===== config.mk =====
export PLATFORM = sky130hd
export DESIGN_NAME = memory_stage
export DESIGN_NICKNAME = d
export VERILOG_FILES = /design/src/rtl/memory_stage.sv
export SDC_FILE = /design/constraint.sdc
export NUM_CORES = 1
export LEC_CHECK = 0
export CORE_AREA = 2 2 139 141
export CTS_BUF_LIST = sky130_fd_sc_hd__clkbuf_8
export CTS_CLUSTER_SIZE = 10
export DETAILED_ROUTE_END_ITERATION = 8
export DIE_AREA = 0 0 141 143
export PLACE_DENSITY_LB_ADDON = 0.25
export SLEW_MARGIN = 20
export SYNTH_ARGS = -nofsm -noshare
export SYNTH_HDL_FRONTEND = slang
export SYNTH_SLANG_ARGS = --single-unit

===== constraint.sdc =====
create_clock -name clk -period 4.75 [get_ports clk]
set_clock_uncertainty 0.2 [all_clocks]
set_input_delay 0.475 -clock clk [delete_from_list [all_inputs] [get_ports clk]]
set_output_delay 0.475 -clock clk [all_outputs]
set_load 0.01 [all_outputs]

===== src/rtl/memory_stage.sv =====
// memory_stage: pipeline stage between execute and writeback.
//
// Takes the execute-stage bundle, waits for the data-bus response of any
// load/store issued in execute, aligns and extends load data (merging
// LWL/LWR when enabled), forwards the stage result to decode and registers
// the writeback bundle.
//
// Configuration macro:
//   MEM_STAGE_UNALIGNED_EN  defined   -> LWL/LWR merge with rdata2_i
//                           undefined -> LWL/LWR write ld_raw as a plain LW
//
// Ports:
//   clk, resetn            clock, asynchronous active-low reset
//   valid_i .. waddr_i     execute bundle (pc, inst, ctrl, result, eaddr,
//                          old rt value, destination GPR)
//   data_data_ok           data-bus response pulse, one per request, in order
//   data_rdata             read data, valid with data_data_ok
//   ready_i                pipeline advance (all stages done)
//   done_o                 this stage is finished with the current bundle
//   fwd_addr/data/ok       forwarding to decode
//   valid_o .. wen_o       registered writeback bundle
//   state_dbg              current FSM state (IDLE=0, WAIT=1, HOLD=2)
//
// Handshake: the bundle advances on every cycle with ready_i=1. A bundle is
// passed on (valid_o=1) only if valid_i && done_o in that cycle; ready_i while
// !done_o drops the bundle, which is the controller's error and is not masked.
// While !ready_i all registered outputs hold.

`ifndef I_MAX
`define I_MEM_R 0
`define I_MEM_W 1
`define I_LB    2
`define I_LBU   3
`define I_LH    4
`define I_LHU   5
`define I_LW    6
`define I_LWL   7
`define I_LWR   8
`define I_WEX   9
`define I_MAX   10
`endif

module memory_stage #(
  parameter int CTRL_W = `I_MAX
) (
  input  logic              clk,
  input  logic              resetn,
  input  logic              valid_i,
  input  logic [31:0]       pc_i,
  input  logic [31:0]       inst_i,
  input  logic [CTRL_W-1:0] ctrl_i,
  input  logic [31:0]       result_i,
  input  logic [31:0]       eaddr_i,
  input  logic [31:0]       rdata2_i,
  input  logic [4:0]        waddr_i,
  input  logic              data_data_ok,
  input  logic [31:0]       data_rdata,
  input  logic              ready_i,
  output logic              done_o,
  output logic [4:0]        fwd_addr,
  output logic [31:0]       fwd_data,
  output logic              fwd_ok,
  output logic              valid_o,
  output logic [31:0]       pc_o,
  output logic [31:0]       inst_o,
  output logic [4:0]        waddr_o,
  output logic [31:0]       wdata_o,
  output logic              wen_o,
  output logic [1:0]        state_dbg
);

  typedef enum logic [1:0] {
    S_IDLE = 2'd0,
    S_WAIT = 2'd1,
    S_HOLD = 2'd2
  } state_t;

  state_t      state, state_n;
  logic        rbuf_load;
  logic [31:0] rbuf;
  logic        memop;
  logic [31:0] ld_raw;
  logic [1:0]  off;
  logic [7:0]  byte_sel;
  logic [15:0] half_sel;
  logic [31:0] load_val;
  logic [31:0] final_val;

  assign memop     = valid_i && (ctrl_i[`I_MEM_R] || ctrl_i[`I_MEM_W]);
  assign state_dbg = state;

  // ---------------- FSM ----------------
  always_ff @(posedge clk or negedge resetn) begin
    if (!resetn) begin
      state <= S_IDLE;
      rbuf  <= 32'd0;
    end else begin
      state <= state_n;
      if (rbuf_load) rbuf <= data_rdata;
    end
  end

  // WAIT/HOLD do not re-check memop: the bundle is stable until ready_i.
  always_comb begin
    state_n   = state;
    rbuf_load = 1'b0;
    case (state)
      S_IDLE: begin
        if (memop) begin
          if (!data_data_ok) begin
            state_n = S_WAIT;
          end else if (!ready_i) begin
            state_n   = S_HOLD;
            rbuf_load = 1'b1;
          end
        end
      end
      S_WAIT: begin
        if (data_data_ok) begin
          if (ready_i) begin
            state_n = S_IDLE;
          end else begin
            state_n   = S_HOLD;
            rbuf_load = 1'b1;
          end
        end
      end
      S_HOLD: begin
        if (ready_i) state_n = S_IDLE;
      end
      default: state_n = S_IDLE;
    endcase
  end

  // A response arriving in IDLE without a memop is stale and falls through
  // (done_o is already 1 via !memop).
  assign done_o = !memop || data_data_ok || (state == S_HOLD);

  // ---------------- Load data path ----------------
  assign ld_raw   = (state == S_HOLD) ? rbuf : data_rdata;
  assign off      = eaddr_i[1:0];
  assign byte_sel = 8'(ld_raw >> {off, 3'b000});
  assign half_sel = off[1] ? ld_raw[31:16] : ld_raw[15:0];

`ifdef MEM_STAGE_UNALIGNED_EN
  logic [4:0]  sh_l, sh_r;
  logic [31:0] mask_l, mask_r;
  logic [31:0] lwl_val, lwr_val;

  // 3-off on a 2-bit offset is its bitwise inverse.
  assign sh_l    = {~off, 3'b000};
  assign sh_r    = {off, 3'b000};
  assign mask_l  = 32'hFFFF_FFFF << sh_l;
  assign mask_r  = 32'hFFFF_FFFF >> sh_r;
  assign lwl_val = ((ld_raw << sh_l) & mask_l) | (rdata2_i & ~mask_l);
  assign lwr_val = ((ld_raw >> sh_r) & mask_r) | (rdata2_i & ~mask_r);
`else
  logic unused_merge;
  assign unused_merge = ^{rdata2_i, ctrl_i[`I_LWL], ctrl_i[`I_LWR]};
`endif

  always_comb begin
    load_val = ld_raw;
    if (ctrl_i[`I_LB])       load_val = {{24{byte_sel[7]}}, byte_sel};
    else if (ctrl_i[`I_LBU]) load_val = {24'd0, byte_sel};
    else if (ctrl_i[`I_LH])  load_val = {{16{half_sel[15]}}, half_sel};
    else if (ctrl_i[`I_LHU]) load_val = {16'd0, half_sel};
`ifdef MEM_STAGE_UNALIGNED_EN
    else if (ctrl_i[`I_LWL]) load_val = lwl_val;
    else if (ctrl_i[`I_LWR]) load_val = lwr_val;
`endif
  end

  // LW (and unlisted load variants) take ld_raw via the default above.
  logic unused_bits;
  assign unused_bits = ^{eaddr_i[31:2], ctrl_i[`I_LW]};

  // Stores and non-memory ops write back the execute result.
  assign final_val = ctrl_i[`I_MEM_R] ? load_val : result_i;

  // ---------------- Forwarding ----------------
  assign fwd_addr = {5{valid_i}} & waddr_i;
  assign fwd_data = final_val;
  assign fwd_ok   = valid_i && done_o && ctrl_i[`I_WEX];

  // ---------------- Writeback register ----------------
  always_ff @(posedge clk or negedge resetn) begin
    if (!resetn) begin
      valid_o <= 1'b0;
      pc_o    <= 32'd0;
      inst_o  <= 32'd0;
      waddr_o <= 5'd0;
      wdata_o <= 32'd0;
      wen_o   <= 1'b0;
    end else if (ready_i) begin
      valid_o <= valid_i && done_o;
      pc_o    <= pc_i;
      inst_o  <= inst_i;
      waddr_o <= waddr_i;
      wdata_o <= final_val;
      wen_o   <= ctrl_i[`I_WEX] && (waddr_i != 5'd0);
    end
  end

endmodule

==> summary.txt <==
First-pass DRT Iterations: 4
Initial drt markers: 378
Worst Max-Slew Pin Slew: 1.01 ns
Initial Util: 37.5%
Via Count: 6171
RSZ-0062 raised after global routing: no
Tmin final: 4.20 ns
YS warnings: 0
Layout net count: 1132
# fillers: 1666
Min-delay worst type: reg2reg
Initial antenna violation count: 2
Logic pwr share: 28.2%
Vias/cell: 5.28
Worst Hold Depth: 1
CTS Root Cell: clkbuf_8
Clk pin slew, worst setup/hold paths: 0.08 ns
Port Buffers: 290
R2R depth: 5
Pre-CTS setup slack: 0.838 ns
Share of cells above drive strength 1: 18.9%
Max Freq: 238 MHz
Met2 usage: 36.7%
Synth Net Count: 852
H-tree Lvls: 4
Total routed wirelength: 22600 um
Post-CTS Setup Inserts: 0
Die area: 20200 um^2
CP endpoint kind: primary output
FP Rows: 50
Net Sw Frac: 29.9%
Leak pwr: 4.14 nW
Final slew viol count: 0
# placed instances: 1134
Area after DPL: 10100 um^2
Int Power: 2.43 mW
Final hold violations: 0
Die span in y: 143 um
Met3 Resource Use GR: 8.69%
Reg power frac: 41.8%
Pin count of the biggest net entering global routing: 86
Register area share after synthesis: 49.2%
Tcrit/Tclk final: 88.5%
Core ar.: 18600 um^2
#FFs+latches synth: 137
Max-cap viol count: 0
Critical path class: reg2out
Max FO, Critical Path: 17
Cells after Synth: 640
Final standard cell area without fillers: 10500 um^2
Synth unique cells: 36
CTS Sinks: 137
Vias in the first global route: 6303
IR drop worst, VDD: 0.202 mV
Startpoint Class: flop
Endpoints failing setup: 0
Chip width: 141 um
Antenna Nets Post-Route: 0
Max-slew headroom: 32.6%
Syn Std Cell Area: 6960 um^2
Placer Congestion: 0.865
Status: finished, final reports clean
P&R area growth vs syn: 51.1%
Fin cells: 1168
Synth Area per Inst: 10.9 um^2
Number of synthesized flops with an enable pin: 0
IO Count: 356
NetSw: 1.04 mW
Met1 usage: 27.4%
Dpl hpwl: 16700 um
Maximum clock path buffer count: 2
PD cells: 330 nW/um^2
Clk pwr share: 30.0%
Worst path arrival time: 3.53 ns
First-pass GRT wire length: 34900 um
GRT busiest layer: met2
Routed len/inst: 19.3 um
Residual DRC: 0
CP Data Required Time: 4.07 ns
Main flop type after synthesis: dfrtp_1
Setup ws final: 0.548 ns
CTS Buf Count: 17
Async S/R FF share, synth: 100%
CTS tree: done
Clk Latency, worst-skew pair: 0.44 ns
Grt total ovfl: 0
GRT Util Overall: 22.5%
Post-Route Setup TNS: 0 ns
==> per-layer routing <==
layer	vias to the layer above	routed length, um
met3	37	2150
met4	0	553
met5	-	0
met2	281	10800
met1	2973	9080
li1	2880	-
==> synthesized netlist by cell type (4+ instances only) <==
cell type	instances	area [um^2]
mux2i_1	14	140
o21ai_0	47	235
a32oi_1	14	123
o211ai_1	33	248
nand2_1	109	409
and2_1	8	50.1
mux2_2	103	1160
a21oi_1	11	55.1
mux4_2	18	405
dfrtp_1	137	3430
inv_1	4	15.0
buf_1	4	15.0
clkbuf_1	34	128
nor2_1	51	191
a31oi_1	21	131
==> power by group through the flow <==
stage / Clock [mW] / Combinational (mW) / Sequential [mW]
2_1_floorplan: 0 / 0.410 / 1.50
3_3_place_gp: 0 / 0.976 / 1.46
3_5_place_dp: 0 / 0.983 / 1.47
4_1_cts: 1.07 / 0.988 / 1.45
5_1_grt: 1.11 / 1.05 / 1.47
6_report: 1.04 / 0.980 / 1.45
==> path summary, 6_finish.rpt <==
| path | to | slack, ns | from |
|---|---|---|---|
| setup / recovery | fwd_data[21] | 0.55 | state_dbg[0] |
| hold / removal | inst_o[20] | 0.31 | inst_o[20] |
| setup reg to reg | wdata_o[31] | 2.09 | state_dbg[0] |
| hold reg to reg | inst_o[20] | 0.31 | inst_o[20] |
| max in group asynchronous | pc_o[7] | 2.99 | resetn |
| min in group asynchronous | wdata_o[22] | 0.36 | resetn |
==> per-stage QoR <==
stage | utilization, % | power (mW) | hold WS, ns
finish | 56.6 | 3.47 | 0.311
global placement | 54.3 | 2.44 | 0.289
CTS | 56.6 | 3.50 | 0.314
floorplan | - | 1.91 | -0.0206
detailed placement | 54.3 | 2.45 | 0.294
global route | 56.6 | 3.64 | 0.322
==> worst max-delay path, stage by stage, from the launching register on <==
cell and delay [ns]:
dfrtp_1 0.43, nand2b_1 0.47, mux2_2 0.42, a222oi_1 0.29
buf_4 0.20, or3_1 0.49, o211ai_1 0.23, clkdlybuf4s50_1 0.53
==> timing repair <==
action | in CTS | in global routing
hold endpoints to repair | 56 | 0
gates resized for setup | 0 | 0
hold buffers | 1 | 0
==> placed cells by master (no fill, tap or decap), drive strengths merged <==
cell           instances
nor3                   1
and3b                  1
a21o                   1
or3                    1
mux4                  18
a31oi                 21
nor3b                  1
a21oi                 11
nand2b                 2
nand3                  3
clkinvlp               3
mux2                 103
o21a                   1
buf                   17
and2                   8
o211ai                33
dfrtp                137
clkdlybuf4s50        288
diode                  1
dlygate4sd3            1
mux2i                 14
o21ai                 48
a222oi                 1
nand2                109
bufinv                 3
clkinv                 6
a32oi                 14
nand3b                 2
a21bo                  1
clkbuf                17
or2                    2
nor2                  51
inv                    8
or4                    1
o21bai                 2
nor2b                  3
==> registers in the layout, indices dropped and copies added (netlist names) <==
register	count
inst_o	32
pc_o	32
rbuf	32
state_dbg	2
valid_o	1
waddr_o	5
wdata_o	32
wen_o	1
==> cell families after synthesis <==
family	Yosys count	synth area share [%]
AOI/OAI and AO/OA	133	12.2
buffers and inverters	50	3.13
DFF	137	49.2
muxes	135	24.5
and+or+nand+nor	185	11.0
==> area by class of cell <==
| cell class | count | area [um^2] | area share, % |
|---|---|---|---|
| sequential | 137 | 3430 | 32.6 |
| multi-input combinational | 453 | 3330 | 31.6 |
| timing repair buffer | 306 | 3020 | 28.7 |
| tap | 234 | 293 | 2.78 |
| clock buffer | 17 | 234 | 2.22 |
| clock inverter | 15 | 191 | 1.82 |
| inverter | 5 | 18.8 | 0.178 |
| antenna | 1 | 2.50 | 0.0238 |
No activity file was read; power rests on OpenSTA's default activity.
